### config.mk
export PLATFORM = sky130hd
export DESIGN_NAME = round_robin_distributor
export DESIGN_NICKNAME = d
export VERILOG_FILES = /design/src/rtl/round_robin_distributor.sv
export SDC_FILE = /design/constraint.sdc
export NUM_CORES = 1
export LEC_CHECK = 0
export ABC_AREA = 1
export BUFFER_PORTS_ARGS = -buffer_cell sky130_fd_sc_hd__buf_2
export CELL_PAD_IN_SITES_DETAIL_PLACEMENT = 1
export CELL_PAD_IN_SITES_GLOBAL_PLACEMENT = 2
export CORE_MARGIN = 4
export CORE_UTILIZATION = 33
export DETAILED_ROUTE_END_ITERATION = 6
export PLACE_DENSITY_LB_ADDON = 0.1
export SLEW_MARGIN = 10
export SYNTH_ARGS = -nofsm -noshare
export SYNTH_HDL_FRONTEND = slang
export SYNTH_SLANG_ARGS = --single-unit
### constraint.sdc
create_clock -name clock -period 5.9 [get_ports clock]
set_input_delay 1.18 -clock clock [delete_from_list [all_inputs] [get_ports clock]]
set_output_delay 1.18 -clock clock [all_outputs]
set_load 0.05 [all_outputs]
### src/rtl/round_robin_distributor.sv
// round_robin_distributor: spreads one valid/ready stream across SIZE output
// channels in rotating order. Each channel owns a one-entry register slice.
// Channels that cannot accept are skipped, so dispatch never waits on a busy
// channel while another one is free.

// One output slice: a single payload register with its full flag.
module rrd_slice #(
    parameter int WIDTH = 8
) (
    input  logic             clock,
    input  logic             resetn,
    input  logic             load,
    input  logic [WIDTH-1:0] load_data,
    input  logic             ready,
    output logic             full,
    output logic [WIDTH-1:0] data
);

    // A load wins over a drain, so a slice emptying this cycle can be
    // refilled in the same cycle and the channel keeps full throughput.
    always_ff @(posedge clock or negedge resetn) begin
        if (!resetn) begin
            full <= 1'b0;
            data <= '0;
        end else if (load) begin
            full <= 1'b1;
            data <= load_data;
        end else if (ready) begin
            full <= 1'b0;
        end
    end

endmodule

module round_robin_distributor #(
    parameter int SIZE  = 4,
    parameter int WIDTH = 8
) (
    input  logic                    clock,
    input  logic                    resetn,
    input  logic                    in_valid,
    output logic                    in_ready,
    input  logic [WIDTH-1:0]        in_data,
    output logic [SIZE-1:0]         out_valid,
    input  logic [SIZE-1:0]         out_ready,
    output logic [SIZE*WIDTH-1:0]   out_data,
    output logic [$clog2(SIZE)-1:0] out_channel
);

    localparam int PW = $clog2(SIZE);

    logic [PW-1:0]   pointer;
    logic [PW-1:0]   sel;
    logic [SIZE-1:0] full;
    logic [SIZE-1:0] avail;
    logic [SIZE-1:0] load;
    logic            xfer;

    // A slice can take a payload if it is empty or is being drained now.
    assign avail       = ~full | out_ready;
    assign in_ready    = |avail;
    assign xfer        = in_valid & in_ready;
    assign out_channel = sel;
    assign out_valid   = full;

    // Circular first-available search starting at the pointer. The index is
    // wrapped by subtraction so non-power-of-two SIZE never goes out of range.
    always_comb begin
        int idx;
        logic found;
        sel   = '0;
        found = 1'b0;
        idx   = 0;
        for (int k = 0; k < SIZE; k++) begin
            idx = int'(pointer) + k;
            if (idx >= SIZE) idx = idx - SIZE;
            if (!found && avail[idx]) begin
                found = 1'b1;
                sel   = PW'(idx);
            end
        end
    end

    // Pointer moves just past the channel that took the payload; a stalled
    // or idle input leaves it where it is.
    always_ff @(posedge clock or negedge resetn) begin
        if (!resetn) begin
            pointer <= '0;
        end else if (xfer) begin
            pointer <= (sel == PW'(SIZE - 1)) ? '0 : sel + PW'(1);
        end
    end

    generate
        for (genvar i = 0; i < SIZE; i++) begin : g_slice
            assign load[i] = xfer && (sel == PW'(i));

            rrd_slice #(.WIDTH(WIDTH)) u_slice (
                .clock     (clock),
                .resetn    (resetn),
                .load      (load[i]),
                .load_data (in_data),
                .ready     (out_ready[i]),
                .full      (full[i]),
                .data      (out_data[i*WIDTH +: WIDTH])
            );
        end
    endgenerate

endmodule
Yosys cells after proc, flatten, opt, wreduce, memory -nomap -nowiden
Index checks and enable logic that the tools add are counted.

word-level totals
  bits in registers = 38
  output and inout port bits = 39
  logic and storage cells = 79

cells by class
  add/subtract/negate cells = 8
  order comparisons = 8
  equal/unequal tests = 3
  mux-type cells = 32
  bitwise operators = 3
  reductions and logical operators = 16

operators with widths
  operator             count
  $lt 32x4->1 const B  4
  $mux 32              4
  $mux 1               19
  $sub 3x3->4 const B  3
  $mux 2               5
  $ge 3x3->1 const B   3
  $bmux 1 s2           4
  $reduce_bool 2->1    4
  $logic_and 1x1->1    7
  $add 2x2->3 const B  2
  $eq 2x2->1 const B   2
  $not 4->4            1
  $or 4x4->4           1
  $reduce_or 4->1      1
  $sub 2x3->4 const B  1
  $add 2x1->3 const B  1
  $ge 2x3->1 const B   1
  $logic_not 1->1      3
  $add 2x1->2 const B  1
  $eq 2x1->1 const B   1
  $logic_not 2->1      1
  $and 1x1->1          1

Depth between registers and ports, before layout
  word-level depth = 18
  depth in mapped cells = 15

Modules after synthesis
From an unflattened synthesis, not the netlist that was laid out.

second synthesis, totals
  cell total of the unflattened synthesis = 239
  area, all modules = 1891.8 µm²

by module, submodules not included
  module                   instances  cells each  area an instance (µm²)  seq. area each (µm²)
  rrd_slice                4          38          341.6                   225.2
  round_robin_distributor  1          87          525.5                   50.0

Worst setup path before layout
No wires, ideal clock.

  path kind = input port to output port
  start point = input port out_ready[3]
  end point = output port out_channel[1]
  data arrival time = 2.146 ns
  setup slack = 2.574 ns
  stages = 9
  buffers on the path = 2
  cells stage by stage = inv_1 -> nand2_1 -> nand2_1 -> nand2_1 -> nor2_4 -> nand4_1 -> nand3_2 -> buf_6 -> buf_6

between the ends
  word-level cells in the longest chain between the ends = 14

ends and longest elaborated chain
  what                                       line  RTL
  start, declared                            45    input logic [SIZE-1:0] out_ready,
  $or 4x4->4 (*)                             60    assign avail = ~full | out_ready;
  $bmux 1 s2                                 77    if (!found && avail[idx]) begin
  $mux 1 (not written as such) (2 in a row)  77
  $mux 1                                     77
  $logic_not 1->1                            77
  $logic_and 1x1->1                          77
  $mux 1                                     77
  $logic_not 1->1                            77
  $logic_and 1x1->1                          77
  $mux 1                                     77
  $logic_not 1->1                            77
  $logic_and 1x1->1                          77
  $mux 2 (*)                                 77
  end, declared                              47    output logic [$clog2(SIZE)-1:0] out_channel

Mark *: on every way between the ends. The rest lies on a longest branch, timed or not. The select of a mux whose other input is x is not followed.

Final worst setup path
  start point = input port out_ready[2]
  end point = output port out_channel[1]

The elaborated chain is that of the path after synthesis.

==> flow_metrics.py <==
metrics = {
    "placed_design": {
        "gp_congestion": 0.752,
        "hpwl_um": 4060,
        "io_buffers": 53,
        "dp.cells": 344,
        "dpl_cell_area_sq_um": 2270,
    },
    "sta": {
        "timing.fmax_mhz": 252,
        "skew_ns": 0.0116,
        "finalSetupViolations": 0,
        "timing.final.crit_share": 0.673,
        "finalSetupTns_ns": 0,
        "min_period_ns": 3.97,
        "worstMarginPinSlew_ns": 0.863,
        "drv_slew": 0,
        "relSlewSlack": 0.425,
        "rsz0062_at_grt": "no",
        "finalHoldViolCount": 0,
    },
    "final_layout": {
        "layoutNonFillerInstCount": 351,
        "drive_gt1_frac": 0.330,
        "n_antenna_cell": 0,
        "final_nets": 292,
        "fin_area_sq_um": 2380,
        "postLayoutCoreUtil": 0.403,
        "area_growth_pct": 17.8,
    },
    "floorplanning": {
        "die_w_um": 86.3,
        "start_util": 0.342,
        "num_io_pins": 54,
        "die_height_um": 86.3,
        "dieArea_sq_um": 7450,
        "rows": 28,
        "coreArea_sq_um": 5920,
    },
    "synth": {
        "synth_edf_count": 0,
        "synth.distinct_cells": 23,
        "synth-async-reset-ratio": 1.00,
        "ys.warnings.count": 0,
        "synth_top_area_cell": "dfrtp_1",
        "yosys-top-cells-area": "dfrtp_1 (47%), nand2_1 (15%), nand3_1 (5.9%)",
        "ys_ff_latch": 38,
        "syn_nets": 244,
        "yosysSeqAreaShare": 0.470,
        "ys_top_cells_by_count": "nand2_1 (82), dfrtp_1 (38), nand3_1 (24)",
        "synthesis.area_sq_um": 2020,
        "yosysMostFrequentCell": "nand2_1",
        "syn_avg_cell_area_sq_um": 8.87,
        "syn_inst": 228,
        "synthFlopType": "dfrtp_1",
        "synth_top_area_share": 0.470,
    },
    "global_route": {
        "grt_pass1_wl_um": 8560,
        "grt.total_usage": 0.149,
        "antenna_found_initial": 0,
        "grt_overflow": 0,
        "grt_max_degree": 39,
        "grt_pass1_vias": 1726,
    },
    "drt": {
        "route.met2.wl_um": 2540,
        "m1WireLength_um": 2430,
        "antenna_left": 0,
        "wl_met3_um": 212,
        "detail_route.vias_per_cell": 4.74,
        "top_layer_used": "met4",
        "vias": 1664,
        "drtIter0Drc": 40,
        "dr.pass1.iters": 4,
        "avgRoutedWirePerCell_um": 14.9,
        "totalWireLength_um": 5210,
        "drc_errors": 0,
    },
    "worst_hold_path": {
        "hold_path.class": "register to register",
    },
    "critical_path": {
        "critPathKind": "input port to output port",
        "arrival_ns": 2.79,
        "path_cells": "buf_2 > inv_1 > nand3_1 > nand3_2 > inv_1 > a21boi_2 > nand3_2 > buf_2",
        "max_stage_delay_ns": 0.56,
        "cp-end-kind": "output port",
        "cpMaxStageDelayCell": "nand3_2",
        "start_kind": "input port",
        "crit_fanout": 30,
        "cp.required_ns": 4.72,
    },
    "clock_network": {
        "clock_path_buffers": 2,
        "clk_pin_slew_ns": 0.08,
        "clkSinkCount": 38,
        "cts_hold_buf": 0,
        "cts_buffers": 5,
        "cts_resized": 0,
        "cts_tree": "built",
        "post-cts-setup-buffers": 0,
        "htree_levels": 2,
        "clk_latency_ns": 0.28,
        "cts-root-buf": "clkbuf_8",
    },
    "status": {
        "outcome": "complete, no violations",
    },
    "run": {
        "maxCapViolations": 0,
    },
}
[layout by cell type, fill, tap and decap left out, drive strengths merged]
| cell type | n |
|---|---|
| a21boi | 1 |
| buf | 53 |
| bufinv | 1 |
| clkbuf | 6 |
| dfrtp | 38 |
| ha | 1 |
| inv | 18 |
| mux2 | 8 |
| nand2 | 91 |
| nand3 | 31 |
| nand4 | 11 |
| nor2 | 6 |
| o21ai | 3 |
| o21bai | 8 |
[critical path: cells and delay by family]
kind                   cells  cell delay [ns]
buffers and inverters      4             0.67
AND/OR/NAND/NOR            3             0.80
AO/OA/AOI/OAI              1             0.13
[cell type report]
cell class	instances	area [sq um]
fillers	732	3540
flip-flops and latches	38	951
repair buffers	53	265
clock buffers	6	82.6
clock inverters	1	30.0
inverters	18	72.6
multi-input cells	160	888
well taps	75	93.8
[routing by layer]
metal,vias up,track usage
met5,-,0
met4,0,0.0340
met3,2,0.0390
met2,31,0.247
met1,801,0.195
li1,830,-
[path summary, 6_finish.rpt]
check / to / slack [ns] / startpoint / depth (start not counted)
worst min register to register: g_slice[3].u_slice.data[7] / 0.47 / g_slice[3].u_slice.data[7] / 2
worst min-delay path: g_slice[3].u_slice.data[7] / 0.47 / g_slice[3].u_slice.data[7] / 2
worst max-delay path: out_channel[1] / 1.93 / out_ready[2] / 8
max in group asynchronous: g_slice[2].u_slice.data[0] / 4.35 / resetn / 1
worst max register to register: g_slice[1].u_slice.data[5] / 3.13 / pointer[0] / 11
min in group asynchronous: g_slice[3].u_slice.data[3] / 0.99 / resetn / 1
[registers in the layout (all words and copies together) (netlist names)]
register / flops
g_slice.u_slice.full: 4
pointer: 2
g_slice.u_slice.data: 32
[metrics by stage]
stage               hold WS, ns  setup slack [ns]
floorplan                 0.534              2.57
global placement          0.451              1.92
detailed placement        0.459              1.93
CTS                       0.476              1.92
global route              0.500              1.75
finish                    0.470              1.93
[cells by family (layout without fill, tap and decap cells)]
logic type / Yosys count / after routing / synth area share
buffers and inverters: 30 / 78 / 0.0909
and+or+nand+nor: 139 / 139 / 0.346
AOI/OAI and AO/OA: 12 / 12 / 0.0427
adders and majority gates: 1 / 1 / 0.00618
DFF: 38 / 38 / 0.470
muxes: 8 / 8 / 0.0445
Power is not shown: default switching activity piles up to over one toggle a cycle in this logic, so the estimate is an artifact.
